==> src/rtl/control_fsm.sv <==
// ---------------------------------------------------------------------------
// control_fsm -- multicycle MIPS main control unit
//
// Purpose
//   Sequences one instruction per FETCH..writeback pass. The opcode is decoded
//   in DECODE, and the state then drives the datapath mux selects, the enable
//   strobes and the ula_operation code. ula_control combines ula_operation
//   with the instruction's func field. Memory accesses in FETCH, MEM_READ and
//   MEM_WRITE stall until mem_ready is high.
//
// Ports
//   clock          in   1  rising-edge clock
//   reset_n        in   1  asynchronous active-low reset
//   opcode         in   6  IR[31:26]; stable from DECODE until the return to FETCH
//   zero           in   1  ULA zero flag, used in BRANCH
//   mem_ready      in   1  memory completes the current read/write this cycle
//   pc_write       out  1  PC load enable
//   pc_src         out  2  00 ULA result, 01 ULAOut (branch target), 10 jump target
//   i_or_d         out  1  0 address=PC, 1 address=ULAOut
//   mem_read       out  1  memory read request
//   mem_write      out  1  memory write request
//   ir_write       out  1  IR load enable
//   mem_to_reg     out  1  1 write-back data=MDR, 0 write-back data=ULAOut
//   reg_dst        out  1  1 rd, 0 rt
//   reg_write      out  1  register file write enable
//   ula_src_a      out  1  0 PC, 1 register A
//   ula_src_b      out  2  00 B, 01 const 4, 10 ext imm, 11 ext imm<<2
//   ula_operation  out  3  000 add, 001 sub, 010 R-type, 011 slti,
//                          100 andi, 101 ori, 110 xori
//   illegal_op     out  1  unknown opcode trapped
//   state          out  4  current state encoding, for debug
//
// Configuration
//   CONTROL_ILLEGAL_TRAP_EN
//     defined   : an unknown opcode in DECODE enters TRAP, which holds with
//                 illegal_op=1 until reset_n is asserted.
//     undefined : an unknown opcode returns to FETCH (2-cycle NOP); TRAP is
//                 unreachable and illegal_op is constant 0.
//
// Outputs are decoded from the state register (Moore). The FETCH/MEM strobes
// are additionally qualified by mem_ready and the BRANCH pc_write by zero, so
// those paths are combinational from the inputs. Because every strobe is a
// function of the state register, asserting reset_n drops them at once.
// ---------------------------------------------------------------------------
module control_fsm (
  input  logic       clock,
  input  logic       reset_n,
  input  logic [5:0] opcode,
  input  logic       zero,
  input  logic       mem_ready,
  output logic       pc_write,
  output logic [1:0] pc_src,
  output logic       i_or_d,
  output logic       mem_read,
  output logic       mem_write,
  output logic       ir_write,
  output logic       mem_to_reg,
  output logic       reg_dst,
  output logic       reg_write,
  output logic       ula_src_a,
  output logic [1:0] ula_src_b,
  output logic [2:0] ula_operation,
  output logic       illegal_op,
  output logic [3:0] state
);

  typedef enum logic [3:0] {
    ST_IDLE      = 4'd0,
    ST_FETCH     = 4'd1,
    ST_DECODE    = 4'd2,
    ST_MEM_ADDR  = 4'd3,
    ST_MEM_READ  = 4'd4,
    ST_MEM_WB    = 4'd5,
    ST_MEM_WRITE = 4'd6,
    ST_R_EXEC    = 4'd7,
    ST_R_WB      = 4'd8,
    ST_BRANCH    = 4'd9,
    ST_I_EXEC    = 4'd10,
    ST_I_WB      = 4'd11,
    ST_JUMP      = 4'd12,
    ST_TRAP      = 4'd13
  } state_t;

  // Opcodes of the supported ISA subset
  localparam logic [5:0] OP_RTYPE = 6'b000000;
  localparam logic [5:0] OP_J     = 6'b000010;
  localparam logic [5:0] OP_BEQ   = 6'b000100;
  localparam logic [5:0] OP_BNE   = 6'b000101;
  localparam logic [5:0] OP_ADDI  = 6'b001000;
  localparam logic [5:0] OP_SLTI  = 6'b001010;
  localparam logic [5:0] OP_ANDI  = 6'b001100;
  localparam logic [5:0] OP_ORI   = 6'b001101;
  localparam logic [5:0] OP_XORI  = 6'b001110;
  localparam logic [5:0] OP_LW    = 6'b100011;
  localparam logic [5:0] OP_SW    = 6'b101011;

  // ula_operation codes
  localparam logic [2:0] ULA_ADD   = 3'b000;
  localparam logic [2:0] ULA_SUB   = 3'b001;
  localparam logic [2:0] ULA_RTYPE = 3'b010;
  localparam logic [2:0] ULA_SLTI  = 3'b011;
  localparam logic [2:0] ULA_ANDI  = 3'b100;
  localparam logic [2:0] ULA_ORI   = 3'b101;
  localparam logic [2:0] ULA_XORI  = 3'b110;

  // ula_src_b selects
  localparam logic [1:0] SRC_B_REG     = 2'b00;
  localparam logic [1:0] SRC_B_FOUR    = 2'b01;
  localparam logic [1:0] SRC_B_IMM     = 2'b10;
  localparam logic [1:0] SRC_B_IMM_SH2 = 2'b11;

  // pc_src selects
  localparam logic [1:0] PC_SRC_ULA    = 2'b00;
  localparam logic [1:0] PC_SRC_TARGET = 2'b01;
  localparam logic [1:0] PC_SRC_JUMP   = 2'b10;

  state_t state_r;
  state_t next_state_s;

  // Dispatch target out of DECODE for a given opcode.
  function automatic state_t decode_dispatch(input logic [5:0] op);
    state_t dst;
    case (op)
      OP_RTYPE:                                 dst = ST_R_EXEC;
      OP_LW, OP_SW:                             dst = ST_MEM_ADDR;
      OP_BEQ, OP_BNE:                           dst = ST_BRANCH;
      OP_ADDI, OP_SLTI, OP_ANDI, OP_ORI, OP_XORI: dst = ST_I_EXEC;
      OP_J:                                     dst = ST_JUMP;
`ifdef CONTROL_ILLEGAL_TRAP_EN
      default:                                  dst = ST_TRAP;
`else
      default:                                  dst = ST_FETCH;
`endif
    endcase
    return dst;
  endfunction

  // ULA operation for the immediate-form ALU instructions.
  function automatic logic [2:0] imm_ula_op(input logic [5:0] op);
    logic [2:0] code;
    case (op)
      OP_ADDI: code = ULA_ADD;
      OP_SLTI: code = ULA_SLTI;
      OP_ANDI: code = ULA_ANDI;
      OP_ORI:  code = ULA_ORI;
      OP_XORI: code = ULA_XORI;
      default: code = ULA_ADD;
    endcase
    return code;
  endfunction

  // State register; only reset_n clears it.
  always_ff @(posedge clock or negedge reset_n) begin
    if (!reset_n) begin
      state_r <= ST_IDLE;
    end else begin
      state_r <= next_state_s;
    end
  end

  // Next-state logic.
  always_comb begin
    next_state_s = state_r;
    case (state_r)
      ST_IDLE: begin
        next_state_s = ST_FETCH;
      end
      ST_FETCH: begin
        if (mem_ready) begin
          next_state_s = ST_DECODE;
        end else begin
          next_state_s = ST_FETCH;
        end
      end
      ST_DECODE: begin
        next_state_s = decode_dispatch(opcode);
      end
      ST_MEM_ADDR: begin
        // opcode is still the lw/sw that brought us here; anything else
        // cannot occur but is steered back to FETCH rather than left hanging.
        if (opcode == OP_LW) begin
          next_state_s = ST_MEM_READ;
        end else if (opcode == OP_SW) begin
          next_state_s = ST_MEM_WRITE;
        end else begin
          next_state_s = ST_FETCH;
        end
      end
      ST_MEM_READ: begin
        if (mem_ready) begin
          next_state_s = ST_MEM_WB;
        end else begin
          next_state_s = ST_MEM_READ;
        end
      end
      ST_MEM_WB: begin
        next_state_s = ST_FETCH;
      end
      ST_MEM_WRITE: begin
        if (mem_ready) begin
          next_state_s = ST_FETCH;
        end else begin
          next_state_s = ST_MEM_WRITE;
        end
      end
      ST_R_EXEC: begin
        next_state_s = ST_R_WB;
      end
      ST_R_WB: begin
        next_state_s = ST_FETCH;
      end
      ST_BRANCH: begin
        next_state_s = ST_FETCH;
      end
      ST_I_EXEC: begin
        next_state_s = ST_I_WB;
      end
      ST_I_WB: begin
        next_state_s = ST_FETCH;
      end
      ST_JUMP: begin
        next_state_s = ST_FETCH;
      end
      ST_TRAP: begin
`ifdef CONTROL_ILLEGAL_TRAP_EN
        next_state_s = ST_TRAP;
`else
        next_state_s = ST_IDLE;
`endif
      end
      default: begin
        // Unused encodings recover through IDLE.
        next_state_s = ST_IDLE;
      end
    endcase
  end

  // Output decode: every strobe defaults to 0, then the current state sets its own.
  always_comb begin
    pc_write      = 1'b0;
    pc_src        = PC_SRC_ULA;
    i_or_d        = 1'b0;
    mem_read      = 1'b0;
    mem_write     = 1'b0;
    ir_write      = 1'b0;
    mem_to_reg    = 1'b0;
    reg_dst       = 1'b0;
    reg_write     = 1'b0;
    ula_src_a     = 1'b0;
    ula_src_b     = SRC_B_REG;
    ula_operation = ULA_ADD;
    illegal_op    = 1'b0;
    case (state_r)
      ST_FETCH: begin
        // PC + 4 computed while the instruction is read
        mem_read      = 1'b1;
        i_or_d        = 1'b0;
        ula_src_a     = 1'b0;
        ula_src_b     = SRC_B_FOUR;
        ula_operation = ULA_ADD;
        pc_src        = PC_SRC_ULA;
        if (mem_ready) begin
          ir_write = 1'b1;
          pc_write = 1'b1;
        end else begin
          ir_write = 1'b0;
          pc_write = 1'b0;
        end
      end
      ST_DECODE: begin
        // Branch target precomputed speculatively into ULAOut
        ula_src_a     = 1'b0;
        ula_src_b     = SRC_B_IMM_SH2;
        ula_operation = ULA_ADD;
      end
      ST_MEM_ADDR: begin
        ula_src_a     = 1'b1;
        ula_src_b     = SRC_B_IMM;
        ula_operation = ULA_ADD;
      end
      ST_MEM_READ: begin
        mem_read = 1'b1;
        i_or_d   = 1'b1;
      end
      ST_MEM_WB: begin
        reg_write  = 1'b1;
        mem_to_reg = 1'b1;
        reg_dst    = 1'b0;
      end
      ST_MEM_WRITE: begin
        mem_write = 1'b1;
        i_or_d    = 1'b1;
      end
      ST_R_EXEC: begin
        ula_src_a     = 1'b1;
        ula_src_b     = SRC_B_REG;
        ula_operation = ULA_RTYPE;
      end
      ST_R_WB: begin
        reg_write  = 1'b1;
        reg_dst    = 1'b1;
        mem_to_reg = 1'b0;
      end
      ST_BRANCH: begin
        ula_src_a     = 1'b1;
        ula_src_b     = SRC_B_REG;
        ula_operation = ULA_SUB;
        pc_src        = PC_SRC_TARGET;
        // Taken condition follows the live zero flag of the A-B subtraction
        if (opcode == OP_BNE) begin
          pc_write = ~zero;
        end else begin
          pc_write = zero;
        end
      end
      ST_I_EXEC: begin
        ula_src_a     = 1'b1;
        ula_src_b     = SRC_B_IMM;
        ula_operation = imm_ula_op(opcode);
      end
      ST_I_WB: begin
        reg_write  = 1'b1;
        reg_dst    = 1'b0;
        mem_to_reg = 1'b0;
      end
      ST_JUMP: begin
        pc_src   = PC_SRC_JUMP;
        pc_write = 1'b1;
      end
      ST_TRAP: begin
`ifdef CONTROL_ILLEGAL_TRAP_EN
        illegal_op = 1'b1;
`else
        illegal_op = 1'b0;
`endif
      end
      default: begin
        illegal_op = 1'b0;
      end
    endcase
  end

  assign state = state_r;

endmodule

==> config.mk <==
export PLATFORM = sky130hd
export DESIGN_NAME = control_fsm
export DESIGN_NICKNAME = d
export VERILOG_FILES = /design/src/rtl/control_fsm.sv
export SDC_FILE = /design/constraint.sdc
export NUM_CORES = 1
export LEC_CHECK = 0
export CORE_MARGIN = 4
export CORE_UTILIZATION = 39
export DETAILED_ROUTE_END_ITERATION = 12
export PLACE_DENSITY_LB_ADDON = 0.08
export SYNTH_ARGS = -nofsm -noshare
export SYNTH_HDL_FRONTEND = slang
export SYNTH_SLANG_ARGS = --single-unit
==> constraint.sdc <==
create_clock -name clock -period 1.97 [get_ports clock]
set_input_delay 0.394 -clock clock [delete_from_list [all_inputs] [get_ports clock]]
set_output_delay 0.394 -clock clock [all_outputs]
set_load 0.05 [all_outputs]
# After elaboration in Yosys (flattened, before gate mapping)
# Index checks and enable logic that the tools add are counted.
# word_totals
register_bits	4
latchBits	0
mem_bits_rw	0
romBits	0
inputBits	10
n_memories	0
# op_classes
add_sub_neg	0
mul	0
n_div	0
order_cmp	0
eq_ne	22
n_shift	0
muxes	22
bitwise	1
reduce_logical	11
# op_table
op	n
$pmux 4 s8	1
$eq 6x4->1 const B	5
$eq 4x4->1 const B	5
$pmux 4 s5	1
$eq 4x3->1 const B	4
$eq 6x3->1 const B	2
$eq 6x6->1 const B	2
$pmux 3 s4	1
$mux 1	11
$reduce_or 2->1	5
$mux 3	3
$pmux 3 s3	1
$eq 4x2->1 const B	2
$eq 6x2->1 const B	1
$logic_not 6->1	1
$pmux 2 s3	1
$reduce_or 6->1	1
$reduce_or 5->1	1
$eq 4x1->1 const B	1
$logic_not 4->1	1
$pmux 2 s2	1
$reduce_or 4->1	1
$pmux 1 s3	1
$reduce_or 3->1	1
other kinds (2)	2

# Longest topological paths before layout
# Gate-level depths: netlist of run 1.
# depth
depth_word	4
mapped_depth	5
ltp_nobuf	4

# Least setup slack after synthesis of run 1
# No wires, ideal clock.
# synth_timing
kind	register to output
start	register state_r[0], in the netlist state[0]
end	output pc_write
arrival_ns	2.192
required_ns	1.576
setup_slack_ns	-0.616
stages_incl_launch_ff	4
cell_sequence	dfrtp_1 nand2b_1 nor2_1 o2bb2ai_1
# synth_via
elab_chain_cells	2
word_cells_on_any_way	4
cone_classes	3 x eq/ne; 1 x mux
# synth_rtl
element	line_no	source
start, declared	117	state_t state_r;
start signal, assigned	157	state_r <= next_state_s;
$eq 4x4->1 or $eq 4x1->1 (tied branches)	253	case (state_r)
$pmux 1 s3 (*)	253	
end, declared	51	output logic pc_write,
# Mark *: on every way between the ends. The rest lies on a longest branch, timed or not.

# Final worst setup path of run 1
# layout_timing
start	register state_r[2], in the netlist state[2]
end	output ula_src_a
# layout_via
elab_chain_cells	3
word_cells_on_any_way	6
cone_classes	4 x eq/ne; 1 x mux; 1 x reduce/logical
# layout_rtl
element	line_no	source
$eq 4x2->1, or another cell as far along	253	
$reduce_or 4->1 (no source line) (*)	--	
$mux 1 (*)	253	
end, declared	60	output logic ula_src_a,
# Marks and branches as above.

==> results.ini, run 1 <==
[routing]
num_vias=911
drt_wl_total_mm=2.878
wl_per_cell_um=19.32
routed-wl-met2_mm=1.529
drc=0
via_per_inst=6.114
top_layer=met4
wl_met1_mm=1.123
drt_iter0_drc=61
drt-pass1-iter-count=4
ant_nets=0
met3RoutedLength_um=181

[grt]
grt_pass1_vias=855
grt_pass1_wl_mm=4.036
antenna_found_initial=0
gr-usage-all-layers_pct=25.25
grt_overflow=0
grt_start_max_net_pins=14

[finish]
num-fill-cells=67
n_antenna_cell=0
seq_area_um2=103.9
multiInputGateArea_um2=631.9
final_cell_area_um2=1369
areaGrowthSynthToFinish_pct=119.2
drive_gt1_share_pct=60.90
fin_nets=144
largest_reg_flops=4

[logic_synthesis]
ys_warn_count=0
synthArstFlopShare_pct=100.0
synth_flop_cell=dfrtp_1
synth_top_family_by_area=simple AND/OR/NAND/NOR gates
synthSimpleGateAreaFrac_pct=42.69
syn-num-nets=97
synth_edf_count=0
synth_cell_types=41
synth.mux.area_fraction_pct=0
synth-seq-cells=4
synth_area_per_cell_um2=7.176
synth_xor_area_share_pct=2.806
synth_adder_area_share_pct=0
synth-compound-area-share_pct=28.46
netlist_instances=87
synth_area_um2=624.3
yosysSeqAreaShare_pct=16.03

[setup_path]
r2r-start=state[1]
crit_slowest_cell=dfrtp_2
worstSetupEndpoint=ula_src_a
startpoint=state[2]
r2r_setup_slack_ns=0.26
cp_data_arrival_time_ns=1.66
startpoint_type=register
cp_cell_sequence=nand2b_4 > buf_4 > nor2_1 > o21ai_0 > o21ai_4 > buf_12
worstPathRequired_ns=1.58
critical_path_class=reg2out
worstReg2RegEnd=state[2]
reg2reg_depth=4
crit_fanout=6
worst-path-stages=6
critPathMaxStageDelay_ns=0.42
cp.buffers_inverters=2
cp_top_family=flip-flops
end_kind=output pin

[placement]
pre_cts_slack_ns=-0.4271
post_dp_cell_area_um2=1257
globalplace.congestion=0.8527
dp_hpwl_mm=1.795
io_buffers=29

[job]
drv_cap=0

[cts]
cts_tree=built
clk_latency_ns=0.26
clkSlewWorstSetupHoldPaths_ns=0.05
cts_buffer_depth=2
clock_sinks=4
root_buffer=clkbuf_4
numCtsBuffers=3
cts.hold.buffers_added=0
htree_levels=1

[timing]
finalMaxSlewViolations=0
max_freq_mhz=487.5
finalHoldViolCount=0
rsz0062_at_grt=true
min_period_ns=2.051
setup_viol=3
setup_slack_ns=-0.08117
min_period_over_period_pct=104.1
clock_skew_ns=0.01858

[worst_hold_path]
holdCritPathClass=in2async

[pwr]
power_density_nw_per_um2=1161
ir_worst_vdd_v=0.001306
p_leak_nw=0.5276

[outcome]
outcome=complete, but fails checks
violations=negative setup slack

[floorplanning]
die-width_um=48.01
die_area_um2=2305
start_util_pct=41.45
core_region_area_um2=1506
die_y_um=48.01
rows=14
io_pins=31

-- worst min path at each step --
stage	to	start	depth (start not counted)	slack, ns
after floorplan	state[0]	reset_n	0	0.1
after global placement	state[1]	reset_n	1	0.60
after detailed placement	state[1]	reset_n	1	0.61
after CTS	state[0]	reset_n	1	0.35
after global routing	state[0]	reset_n	1	0.33
final	state[0]	reset_n	1	0.34
-- worst register-to-register path, delay by kind of cell, from the launching register on --
kind / cells / cell delay, ns
compound gates: 1 / 0.34
simple gates: 2 / 0.60
buf+inv: 1 / 0.26
flops: 1 / 0.37
-- logic make-up after synthesis --
kind of cell / Yosys count
compound gates: 25
xor+xnor: 2
buf+inv: 8
flops: 4
other cells: 1
simple gates: 47
-- where the power goes --
part	total, W	switching (W)	leakage, nW	internal, W
logic	0.00132	0.000749	0.465	0.000572
clock network	0.000120	0.0000438	0.0150	0.0000766
registers	0.000148	0.0000423	0.0479	0.000106
total	0.00159	0.000835	0.528	0.000755
-- stage by stage --
stage / utilization (%) / total power [W] / TNS (ns) / hold WS [ns] / cells
floorplan: - / 0.0008600 / -1.057 / 0.09841 / 87
global placement: 83.47 / 0.001302 / -1.258 / 0.6033 / 141
CTS: 87.54 / 0.001518 / -0.2749 / 0.3481 / 147
detailed placement: 83.47 / 0.001316 / -1.407 / 0.6093 / 141
global route: 90.86 / 0.001656 / -0.5413 / 0.3344 / 149
finish: 90.86 / 0.001590 / -0.2050 / 0.3368 / 149
-- cells in the final DEF, fill, tap and decap left out, types with 2 or more instances in the layout --
cell,instances
o21ai_0,2
nand2b_1,6
nand2_1,5
clkbuf_4,3
nand2b_2,2
a211oi_4,2
nor2_2,3
nor3_2,3
a21oi_4,2
buf_4,21
dfrtp_2,3
inv_1,2
nor3_1,2
buf_2,3
nor2_1,5
buf_6,2
clkdlybuf4s50_1,3
a21oi_1,3
nor2b_4,2
nor2_4,2
buf_12,17
-- area by class of cell --
cell class / instances / share of cell area, %
multi-input combinational: 75 / 46.16
timing repair buffer: 48 / 42.32
sequential: 4 / 7.587
clock buffer: 4 / 1.920
tap: 16 / 1.463
inverter: 2 / 0.5484
-- layer usage --
metal  GRT usage (%)  vias up
li1                -      412
met2           42.48       57
met4           8.065        0
met3           5.263        6
met5               0        -
met1           31.86      436
-- cell usage after synthesis, types with 2 or more instances --
master    count  area (um2)
nor3_1        6       30.03
o21ai_1       2       10.01
buf_6         2       22.52
o21ai_0       2       10.01
nor4_1        2       12.51
dfrtp_1       4       100.1
nand2b_2      2       17.52
nand3_1       2       10.01
inv_1         2       7.510
nor2b_1       3       18.77
a211oi_1      3       22.52
a21oi_1       6       30.03
nand2_1       6       22.52
clkbuf_1      2       7.510
nor2_1       10       37.54
and3_1        2       12.51
nand2b_1      7       43.79
-- timing repair --
item | in CTS | in global routing
pin swaps | 8 | 7
setup buffers | 3 | 2
resized for setup | 26 | 11
setup endpoints to repair | 7 | 6
endpoints found under the hold margin | 0 | 0
gates cloned | 0 | 0
Note: power is estimated with default switching activity, not from simulation.
==> run 2: changes to the inputs <==
--- a/config.mk
+++ b/config.mk
@@ -6,7 +6,7 @@
 export NUM_CORES = 1
 export LEC_CHECK = 0
 export CORE_MARGIN = 4
-export CORE_UTILIZATION = 39
+export CORE_UTILIZATION = 30
 export DETAILED_ROUTE_END_ITERATION = 12
 export PLACE_DENSITY_LB_ADDON = 0.08
 export SYNTH_ARGS = -nofsm -noshare
==> results.ini, run 2 (synthesized netlist as in run 1, its figures left out) <==
[routing]
drt-pass1-iter-count=4
drt_iter0_drc=16
num_vias=866
via_per_inst=5.346
drt_wl_total_mm=2.309
wl_per_cell_um=14.25
ant_nets=0
drc=0

[floorplanning]
die-width_um=53.62
die_y_um=53.62
die_area_um2=2875
rows=16
io_pins=31
core_region_area_um2=1962
start_util_pct=31.82

[setup_path]
cp_data_arrival_time_ns=1.62
critical_path_class=reg2out
crit_slowest_cell=or4_4
end_kind=output pin
critPathMaxStageDelay_ns=0.53
worstReg2RegEnd=state[2]
cp_cell_sequence=nand2b_4 > or4_4 > a21oi_4 > buf_12
crit_fanout=3
r2r-start=state[0]
r2r_setup_slack_ns=0.23
startpoint_type=register
startpoint=state[2]
reg2reg_depth=4
worstPathRequired_ns=1.58

[timing]
finalHoldViolCount=0
clock_skew_ns=0.005316
hold_ws_ns=0.3504
min_period_over_period_pct=102.5
min_period_ns=2.019
setup_viol=3
finalMaxSlewViolations=0
rsz0062_at_grt=true
max_freq_mhz=495.3
setup_slack_ns=-0.04887

[placement]
globalplace.congestion=0.8593
dp_hpwl_mm=1.795
pre_cts_slack_ns=-0.4219
post_dp_cell_area_um2=1286
dp.cells=154
io_buffers=29

[finish]
fin_nets=146
drive_gt1_share_pct=60.00
mostFrequentLayoutCells=21 x buf_4, 16 x buf_12, 7 x nand2b_1, 7 x nor2_1, 5 x nand2_1
final_cell_area_um2=1384
areaGrowthSynthToFinish_pct=121.6
largest_reg_flops=4
final_common_cell=buf_4
n_antenna_cell=0
stdcell_count=162

[grt]
antenna_found_initial=0
grt_pass1_vias=769
gr-usage-all-layers_pct=16.68
grt_pass1_wl_mm=3.450
grt_overflow=0
grt_start_max_net_pins=14

[pwr]
p_leak_nw=0.5315
power_density_nw_per_um2=1095
ir_worst_vdd_v=0.0007776

[cts]
root_buffer=clkbuf_4
numCtsBuffers=3
htree_levels=1
clk_latency_ns=0.24
cts_buffer_depth=2
cts.hold.buffers_added=0
clock_sinks=4
clkSlewWorstSetupHoldPaths_ns=0.04
cts_tree=built

[outcome]
outcome=complete, but fails checks
violations=negative setup slack

[worst_hold_path]
holdCritPathClass=in2async

[job]
drv_cap=0

==> run 2: changes by cell type in the layout (fill, tap and decap cells not counted), sizes merged <==
cell    delta
buf        +1
clkbuf     +1
==> run 2: how the worst max path moves through the flow <==
stage,cells past startpoint,slack (ns),endpoint
after floorplan,3,-0.23,pc_write
after global placement,5,-0.42,ula_operation[1]
after detailed placement,5,-0.42,ula_operation[1]
after CTS,5,-0.13,ula_operation[1]
after global routing,4,-0.09,ula_operation[1]
final,4,-0.05,ula_operation[1]
==> run 2: metrics by stage <==
step	total power, W	utilization, %	TNS [ns]
floorplan	0.0008600	-	-1.057
global placement	0.001314	65.56	-1.326
detailed placement	0.001326	65.56	-1.323
CTS	0.001471	67.98	-0.1308
global route	0.001587	70.54	-0.2309
finish	0.001515	70.54	-0.05618
==> run 2: cell type report <==
type                       count  area (um2)
multi-input combinational     75       615.6
clock buffer                   4       26.28
tap                           27       33.78
fill                         161       578.1
timing repair buffer          50       596.8
inverter                       2       7.507
sequential                     4       103.9
==> run 2: worst max-delay path, delay by kind of cell, from the launching register on <==
family,cells,cell delay (ns)
AND/OR/NAND/NOR,2,0.67
buffers and inverters,1,0.15
flip-flops,1,0.41
AO/OA/AOI/OAI,1,0.16
==> run 2: metal layers <==
layer	part of all wire (%)	vias to the layer above	global-route usage [%]
met3	6.2	8	4.155
met5	0	-	0
met1	39	406	19.34
li1	-	418	-
met2	52	34	28.37
met4	2.9	0	8.085
==> run 2: repair_timing <==
item | CTS | global route
pin swaps | 4 | 5
setup buffers | 0 | 4
endpoints found under the setup margin | 6 | 7
gates resized for setup | 26 | 11
==> run 2: report_power, final <==
group	internal, W	total [W]	switching [W]
registers	0.000106	0.000145	0.0000393
clock network	0.0000762	0.000114	0.0000373
logic	0.000557	0.00126	0.000700
total	0.000739	0.00152	0.000776
==> run 3: changes to the inputs <==
--- a/config.mk
+++ b/config.mk
@@ -8,6 +8,7 @@
 export CORE_MARGIN = 4
 export CORE_UTILIZATION = 30
 export DETAILED_ROUTE_END_ITERATION = 12
+export GPL_TIMING_DRIVEN = 0
 export PLACE_DENSITY_LB_ADDON = 0.08
 export SYNTH_ARGS = -nofsm -noshare
 export SYNTH_HDL_FRONTEND = slang
==> results.ini, run 3 (synthesized netlist as in run 1, its figures left out) <==
[floorplanning]
die-width_um=53.62
die_area_um2=2875
io_pins=31
core_region_area_um2=1962
start_util_pct=31.82
rows=16
die_y_um=53.62

[cts]
numCtsBuffers=3
cts_tree=built
cts_buffer_depth=2
clk_latency_ns=0.24
root_buffer=clkbuf_4
htree_levels=1
clock_sinks=4
clkSlewWorstSetupHoldPaths_ns=0.04

[finish]
drive_gt1_share_pct=55.28
mostFrequentLayoutCells=8 x buf_2, 7 x buf_6, 7 x buf_4
stdcell_count=150
n_antenna_cell=0
areaGrowthSynthToFinish_pct=82.16
num-fill-cells=216
final_common_cell=buf_2
largest_reg_flops=4
fin_nets=134

[timing]
worst_pin_slew_ns=0.5022
max_freq_mhz=486.3
rsz0062_at_grt=true
clock_skew_ns=0.007321
min_period_over_period_pct=104.4
min_period_ns=2.057
finalSetupTns_ns=-0.1180
setup_slack_ns=-0.08650
finalMaxSlewViolations=0
setup_viol=2
slew_headroom_pct=66.47
finalHoldViolCount=0

[placement]
dp_hpwl_mm=1.517
io_buffers=28
dp.cells=142
globalplace.congestion=0.8314

[grt]
antenna_found_initial=0
gr-usage-all-layers_pct=14.51
grt_pass1_vias=703
grt_overflow=0
grt_start_max_net_pins=11
grt_pass1_wl_mm=3.105

[setup_path]
worstPathRequired_ns=1.58
critical_path_class=in2out
end_kind=output pin
cp_data_arrival_time_ns=1.66
startpoint_type=input pin
critPathMaxStageDelay_ns=0.44
cp_cell_sequence=buf_2 > or3_4 > or4_4 > a21oi_4 > buf_6
crit_slowest_cell=or4_4
crit_fanout=7

[routing]
routed-wl-met2_mm=1.026
wl_met1_um=848
drt_wl_total_mm=2.039
met3RoutedLength_um=164
drt-pass1-iter-count=4
top_layer=met3
wl_per_cell_um=13.59
drc=0
ant_nets=0
drt_iter0_drc=22
via_per_inst=5.180
num_vias=777

[outcome]
violations=negative setup slack
outcome=complete, but fails checks

[pwr]
ir_worst_vdd_v=0.0006261
p_leak_nw=0.4232
power_density_nw_per_um2=1142

[worst_hold_path]
holdCritPathClass=in2async

[job]
drv_cap=0

==> run 3: per-stage QoR <==
step	hold slack, ns	total power (W)	util, %	cell area (um2)	setup slack, ns
4_1_cts	0.3535	0.001233	56.06	1100	-0.09823
3_5_place_dp	0.6120	0.001124	53.57	1051	-1.172
5_1_grt	0.3532	0.001380	57.97	1137	-0.1101
2_1_floorplan	0.09841	0.0008600	-	737.0	-0.2288
6_report	0.3568	0.001299	57.97	1137	-0.08650
3_3_place_gp	0.6055	0.001122	53.57	1051	-1.158
==> run 3: metal layers <==
| layer | global-route usage, % | vias to the layer above |
|---|---|---|
| met4 | 1.702 | 0 |
| met1 | 17.41 | 358 |
| li1 | - | 391 |
| met3 | 4.709 | 0 |
| met2 | 25.71 | 28 |
| met5 | 0 | - |
==> run 3: power by group <==
group / internal, W / switching, W
clock: 0.0000762 / 0.0000371
combinational: 0.000378 / 0.000662
sequential: 0.000108 / 0.0000379
total: 0.000562 / 0.000737
==> run 3: what timing repair did <==
| action | CTS | global route |
|---|---|---|
| setup endpoints to repair | 16 | 15 |
| gates resized for setup | 102 | 24 |
| pin swaps | 2 | 0 |
| setup buffers | 1 | 3 |
| hold buffers | 0 | 0 |
==> run 3: final cells by class <==
class	instances	area (um2)	share of cell area [%]
timing repair buffer	32	275.3	24.20
multi-input combinational	75	624.3	54.90
tap	27	33.78	2.970
sequential	4	105.1	9.241
buffer	6	65.06	5.721
clock buffer	4	26.28	2.310
inverter	2	7.507	0.6601
==> run 3: critical path, delay by kind of cell <==
| family | cells | cell delay [ns] |
|---|---|---|
| AOI/OAI and AO/OA | 1 | 0.14 |
| buffers and inverters | 2 | 0.32 |
| and+or+nand+nor | 2 | 0.81 |
==> run 3: worst paths after layout <==
| path | to | startpoint | cells after the start | slack [ns] |
|---|---|---|---|---|
| max in group asynchronous | state[2] | reset_n | 1 | 1.42 |
| min in group clock | state[1] | opcode[4] | 2 | 0.47 |
| worst min-delay path | state[3] | reset_n | 1 | 0.36 |
| worst max-delay path | ula_operation[1] | opcode[4] | 5 | -0.09 |
| worst max register to register | state[2] | state[0] | 3 | 0.49 |
| worst min register to register | state[0] | state[3] | 3 | 0.74 |
